--- src/rtl/clk_div_monitor.sv ---
// clk_div_monitor: period / duty self-check of a divided clock, half-cycle resolution.
// Optional saturating error counter: define CLKMON_ERRCNT_EN.
module clk_div_monitor #(
  parameter int N        = 7,
  parameter int LOCK_CNT = 4,
  parameter int TIMEOUT  = 255,
  parameter int DUTY_TOL = 0
) (
  input  logic       clk_in,
  input  logic       reset,
  input  logic       clk_meas,
  input  logic       enable,
  input  logic       err_clr,
  output logic [7:0] period,
  output logic [8:0] high_half,
  output logic       meas_valid,
  output logic       locked,
  output logic       err,
  output logic [7:0] err_cnt
);

  typedef enum logic [1:0] {
    IDLE,
    SYNC,
    MEAS
  } state_t;

  localparam logic [7:0] NP  = 8'(N);
  localparam logic [8:0] NH  = 9'(N);
  localparam logic [7:0] TO  = 8'(TIMEOUT);
  localparam logic [8:0] TOL = 9'(DUTY_TOL);
  localparam logic [3:0] LC  = 4'(LOCK_CNT);

  state_t     state_q, state_d;
  logic       s_n_q, s_p_q, s_p_d_q;
  logic       rise;
  logic [7:0] cyc_q, cyc_d, cyc_inc;
  logic [8:0] acc_q, acc_d, acc_inc;
  logic [9:0] acc_sum;
  logic [8:0] diff, smp;
  logic [7:0] per_q, per_d;
  logic [8:0] hh_q, hh_d;
  logic       mv_q, mv_d;
  logic       lk_q, lk_d;
  logic       err_q, err_d;
  logic [3:0] run_q, run_d;
  logic       good, err_ev;

  // clk_meas high time is resolved by also sampling on the falling edge
  always_ff @(negedge clk_in or posedge reset) begin
    if (reset) s_n_q <= 1'b0;
    else       s_n_q <= clk_meas;
  end

  assign rise    = s_p_q & ~s_p_d_q;
  assign smp     = {8'd0, s_p_q} + {8'd0, s_n_q};
  assign cyc_inc = (cyc_q == 8'hFF) ? cyc_q : cyc_q + 8'd1;
  assign acc_sum = {1'b0, acc_q} + {1'b0, smp};
  assign acc_inc = acc_sum[9] ? 9'h1FF : acc_sum[8:0];
  assign diff    = (acc_q >= NH) ? acc_q - NH : NH - acc_q;
  assign good    = (cyc_q == NP) && (diff <= TOL);

  always_comb begin
    state_d = state_q;
    cyc_d   = cyc_q;
    acc_d   = acc_q;
    per_d   = per_q;
    hh_d    = hh_q;
    mv_d    = 1'b0;
    lk_d    = lk_q;
    run_d   = run_q;
    err_ev  = 1'b0;
    if (!enable) begin
      state_d = IDLE;
      cyc_d   = '0;
      acc_d   = '0;
      run_d   = '0;
      lk_d    = 1'b0;
    end else begin
      unique case (state_q)
        IDLE: begin
          cyc_d   = '0;
          acc_d   = '0;
          run_d   = '0;
          lk_d    = 1'b0;
          state_d = SYNC;
        end
        SYNC: begin
          if (rise) begin
            cyc_d   = 8'd1;
            acc_d   = smp;
            state_d = MEAS;
          end else if (cyc_q >= TO) begin
            err_ev = 1'b1;
            lk_d   = 1'b0;
            run_d  = '0;
            cyc_d  = '0;
            acc_d  = '0;
          end else begin
            cyc_d = cyc_inc;
          end
        end
        MEAS: begin
          if (rise) begin
            per_d = cyc_q;
            hh_d  = acc_q;
            mv_d  = 1'b1;
            cyc_d = 8'd1;
            acc_d = smp;
            if (good) begin
              run_d = (run_q >= LC) ? LC : run_q + 4'd1;
              if (run_d == LC) lk_d = 1'b1;
            end else begin
              run_d  = '0;
              lk_d   = 1'b0;
              err_ev = 1'b1;
            end
          end else if (cyc_q >= TO) begin
            err_ev  = 1'b1;
            lk_d    = 1'b0;
            run_d   = '0;
            cyc_d   = '0;
            acc_d   = '0;
            state_d = SYNC;
          end else begin
            cyc_d = cyc_inc;
            acc_d = acc_inc;
          end
        end
        default: state_d = IDLE;
      endcase
    end
  end

  // a new error outranks a simultaneous clear
  assign err_d = err_ev | (err_q & ~err_clr);

  always_ff @(posedge clk_in or posedge reset) begin
    if (reset) begin
      state_q <= IDLE;
      s_p_q   <= 1'b0;
      s_p_d_q <= 1'b0;
      cyc_q   <= '0;
      acc_q   <= '0;
      per_q   <= '0;
      hh_q    <= '0;
      mv_q    <= 1'b0;
      lk_q    <= 1'b0;
      err_q   <= 1'b0;
      run_q   <= '0;
    end else begin
      state_q <= state_d;
      s_p_q   <= clk_meas;
      s_p_d_q <= s_p_q;
      cyc_q   <= cyc_d;
      acc_q   <= acc_d;
      per_q   <= per_d;
      hh_q    <= hh_d;
      mv_q    <= mv_d;
      lk_q    <= lk_d;
      err_q   <= err_d;
      run_q   <= run_d;
    end
  end

`ifdef CLKMON_ERRCNT_EN
  logic [7:0] cnt_q, cnt_d;

  always_comb begin
    cnt_d = cnt_q;
    if (err_ev) begin
      if (cnt_q != 8'hFF) cnt_d = cnt_q + 8'd1;
    end else if (err_clr) begin
      cnt_d = '0;
    end
  end

  always_ff @(posedge clk_in or posedge reset) begin
    if (reset) cnt_q <= '0;
    else       cnt_q <= cnt_d;
  end

  assign err_cnt = cnt_q;
`else
  assign err_cnt = '0;
`endif

  assign period     = per_q;
  assign high_half  = hh_q;
  assign meas_valid = mv_q;
  assign locked     = lk_q;
  assign err        = err_q;

endmodule

--- config.mk ---
export PLATFORM = sky130hd
export DESIGN_NAME = clk_div_monitor
export DESIGN_NICKNAME = d
export VERILOG_FILES = /design/src/rtl/clk_div_monitor.sv
export SDC_FILE = /design/constraint.sdc
export NUM_CORES = 1
export LEC_CHECK = 0
export CORE_MARGIN = 4
export CORE_UTILIZATION = 50
export CTS_CLUSTER_SIZE = 20
export DETAILED_ROUTE_END_ITERATION = 8
export PLACE_DENSITY = 0.76
export SYNTH_ARGS = -nofsm -noshare
export SYNTH_HDL_FRONTEND = slang
export SYNTH_SLANG_ARGS = --single-unit
--- constraint.sdc ---
create_clock -name clk_in -period 2.3 [get_ports clk_in]
set_input_delay 0.46 -clock clk_in [delete_from_list [all_inputs] [get_ports clk_in]]
set_output_delay 0.46 -clock clk_in [all_outputs]
set_load 0.02 [all_outputs]
# After elaboration in Yosys (flattened, before gate mapping)
# Index checks and enable logic that the tools add are counted.
[totals] wordCells=91 out_inout_bits=28 register_bits=46
[classes] add_sub_neg=6 n_reduce_logical=9 muxes=41 magnitude_cmp=4 n_bitwise=5 eq_ne=14
[op_table] op="$mux W9" count=7
[op_table] op="$mux W8" count=4
[op_table] op="$pmux W9 S3" count=1
[op_table] op="$mux W4" count=6
[op_table] op="$pmux W8 S2" count=1
[op_table] op="$mux W1" count=14
[op_table] op="$ne A3 B3 Y1 const B" count=4
[op_table] op="$pmux W4 S3" count=1
[op_table] op="$add A9 B2 Y10" count=1
[op_table] op="$ge A9 B3 Y1 const B" count=1
[op_table] op="$le A9 B1 Y1 const B" count=1
[op_table] op="$reduce_and A3 Y1" count=3
[op_table] op="$sub A3 B9 Y9 const A" count=1
[op_table] op="$sub A9 B3 Y9 const B" count=1
[op_table] op="$add A8 B1 Y8 const B" count=1
[op_table] op="$eq A8 B3 Y1 const B" count=1
[op_table] op="$eq A8 B8 Y1 const B" count=1
[op_table] op="$ge A8 B8 Y1 const B" count=1
[op_table] op="$mux W2" count=4
[op_table] op="$pmux W2 S3" count=1
[op_table] op="$reduce_and A2 Y1" count=3
[op_table] op="$ne A5 B4 Y1 const B" count=1
[op_table] op="$ne A5 B5 Y1 const B" count=1
[op_table] op="$add A4 B1 Y4 const B" count=1
[op_table] op="16 further kinds" count=18

# Depth between registers and ports, before layout
[depth] ltp_word=9 depth_mapped=9 ltp_nobuf=9

==> metrics.cfg <==
[sta]
setup_viol=9
worstMarginPinSlew_ns=0.5447
maxSlewHeadroom=0.6369
drv_slew=0
grt_setup_unrepaired=yes
skew_ns=0.007499
fin_ws_ns=-0.9013
finalHoldViolations=0

[synth]
ys_ff_latch=46
syn_area_per_cell_um2=10.02
synth.area.top_cells=dfrtp_1 44%, mux2_2 6.2%, ha_1 5.9%
synth_edf_count=0
ys_types=50
synthArstFlopShare=1.000
ys_warn_count=0
ys_seq_area_frac=0.4523
yosys.area.top_type_share=0.4425
mappedNetlistArea_um2=2545
synth_ff_type=dfrtp_1
synth_area_leader_cell=dfrtp_1
synthCells=254

[setup_path]
cpMostUsedCell=ha_4
crit_family=adder cells
crit_fanout=2
cp_cell_sequence=ha_4, ha_4, inv_2, fa_2, nand3b_1, or2_4, a21o_1, a22o_1
endpoint_kind=register
critPathKind=register to register
required_ns=2.49
worst_ep_arrival_time_ns=3.39
slowest_stage=dfrtn_1
worstSetupStartpointType=register
cp_slowest_stage_delay_ns=0.36
crit_buf_inv=1

[floorplan]
io_pins=33
die_area_um2=6296
fp-row-count=25
coreArea_um2=4817
die_h_um=79.35
start_util=0.5283
die_w_um=79.35

[power_and_ir_drop]
power_leakage_uw=0.001423
intPower_uw=1341
powerDensity_nw_per_um2=634.0
combPwrFrac=0.295
switching_power_uw=640.8
seqPwrFrac=0.449
peakVddDrop_mv=0.4529
clockPowerShare=0.256
switching_share=0.3234

[cts]
worstSkewPairLatency_ns=0.30
path_clk_slew_ns=0.08
postCtsHoldBufs=0
cts_tree=yes
cts.htree.levels=2
clock-sinks=46
root_buffer=clkbuf_8
cts.path.max_buffers=2
cts_buffers=5

[finish]
nets=315
final_area_um2=3126
layout_common_cells=45 x dfrtp_1, 25 x nand2_1, 24 x clkdlybuf4s50_1
layout_commonest_cell=dfrtp_1
n_fill_cell=405
area_delta_synth_final_pct=22.81
layoutNonFillerInstCount=365
drive_gt1_frac=0.2282
num_antenna_cells=0

[detailed_routing]
vias_per_cell=5.474
wl_per_cell_um=14.27
drtIter0Drc=151
drc=0
wirelength_mm=5.207
ant_nets=0
vias=1998
drtPass1Iterations=4

[placed_design]
routabilityCongestion=0.8801
dp_hpwl_mm=3.722
place_area_um2=2952
dp.cells=351
port_buffers=24

[outcome]
outcome=finished, violations left
violations=setup timing

[global_route]
track_usage=0.1841
overflow=0
grt_pass1_wl_mm=9.163
grt_max_degree=46
antenna_found_initial=0
grt_pass1_vias=1962

[run]
drv_cap=0

[min_path]
holdCritPathClass=register to register

==> cells by family (layout without fill, tap and decap cells) <==
group	Yosys count	after routing	share of synthesized area
DFF	46	46	0.4523
muxes	14	14	0.06195
and+or+nand+nor	83	83	0.1849
buffers and inverters	31	68	0.06391
AOI/OAI and AO/OA	63	63	0.1583
other	1	8	0.001474
adders and majority gates	13	13	0.06686
xor gates and xnor gates	3	3	0.01033
==> metal layers <==
layer	global-route usage	vias to the layer above	wire, um	share of wire
li1	-	970	-	-
met1	0.2573	980	2503	0.48
met2	0.2845	43	2442	0.47
met3	0.03741	5	197	0.038
met4	0.06357	0	64	0.012
met5	0	-	0	0
==> state kept, by name, indices dropped and copies added (netlist names) <==
signal      cells
acc_q           9
cyc_q           8
err             1
high_half       9
locked          1
meas_valid      1
period          8
run_q           4
s_n_q           1
s_p_d_q         1
s_p_q           1
state_q         2
==> repair_timing <==
item                       4_1_cts  5_1_grt
setup buffers                    5        1
setup endpoints to repair        9        9
pin swaps                       10        3
gates resized for setup          9        3
==> layout make-up <==
| class | count | area, um2 | area share |
|---|---|---|---|
| Multi-Input combinational cell | 184 | 1323 | 0.4231 |
| Tap cell | 67 | 83.83 | 0.02682 |
| Inverter | 12 | 48.80 | 0.01561 |
| Timing Repair Buffer | 48 | 427.9 | 0.1369 |
| Clock inverter | 1 | 5.005 | 0.001601 |
| Sequential cell | 46 | 1151 | 0.3683 |
| Clock buffer | 7 | 86.33 | 0.02762 |
==> through the flow <==
step / hold WS, ns / total power, uW / utilization / setup TNS (ns) / setup slack (ns)
floorplan: 0.4534 / 1309 / - / -5.023 / -0.8616
global placement: 0.4612 / 1458 / 0.6127 / -5.722 / -0.9051
detailed placement: 0.4686 / 1475 / 0.6127 / -6.202 / -0.9838
CTS: 0.4879 / 1989 / 0.6460 / -5.879 / -0.8968
global route: 0.5202 / 2099 / 0.6488 / -6.765 / -0.9613
finish: 0.4858 / 1982 / 0.6488 / -6.094 / -0.9013
==> worst paths after layout <==
kind	start	to	slack [ns]	cells past startpoint
worst max-delay path	s_n_q$_DFF_NP0_	acc_q[6]$_DFFE_PP0P_	-0.90	8
worst min-delay path	err$_DFF_PP0_	err$_DFF_PP0_	0.49	2
worst min register to register	err$_DFF_PP0_	err$_DFF_PP0_	0.49	2
worst max register to register	s_n_q$_DFF_NP0_	acc_q[6]$_DFFE_PP0P_	-0.90	8
max in group asynchronous	reset	s_n_q$_DFF_NP0_	0.77	2
min in group asynchronous	reset	period[1]$_DFFE_PP0P_	0.70	3
==> tightest hold or removal path, stage by stage (launching register included) <==
cell	delay [ns]
dfrtp_1	0.35
a32oi_1	0.05
nand2_1	0.05
==> cells in the mapped netlist (all sizes together), types with 2 or more instances <==
master / count
a21o: 5
a21oi: 13
a22o: 7
a32oi: 2
and2: 4
and3: 3
buf: 12
clkbuf: 7
dfrtp: 45
ha: 12
inv: 12
mux2: 14
nand2: 25
nand2b: 3
nand3: 8
nand3b: 7
nand4: 2
nor2: 12
nor2b: 3
nor3: 5
o21ai: 22
o31ai: 5
or2: 2
xnor2: 3
==> power by group through the flow <==
stage               combinational (uW)  clock [uW]  sequential, uW
floorplan                          397           0             911
global placement                   555           0             903
detailed placement                 570           0             904
CTS                                581         519             889
global route                       650         553             896
finish                             585         507             890
Note: power is estimated with default switching activity, not from simulation.
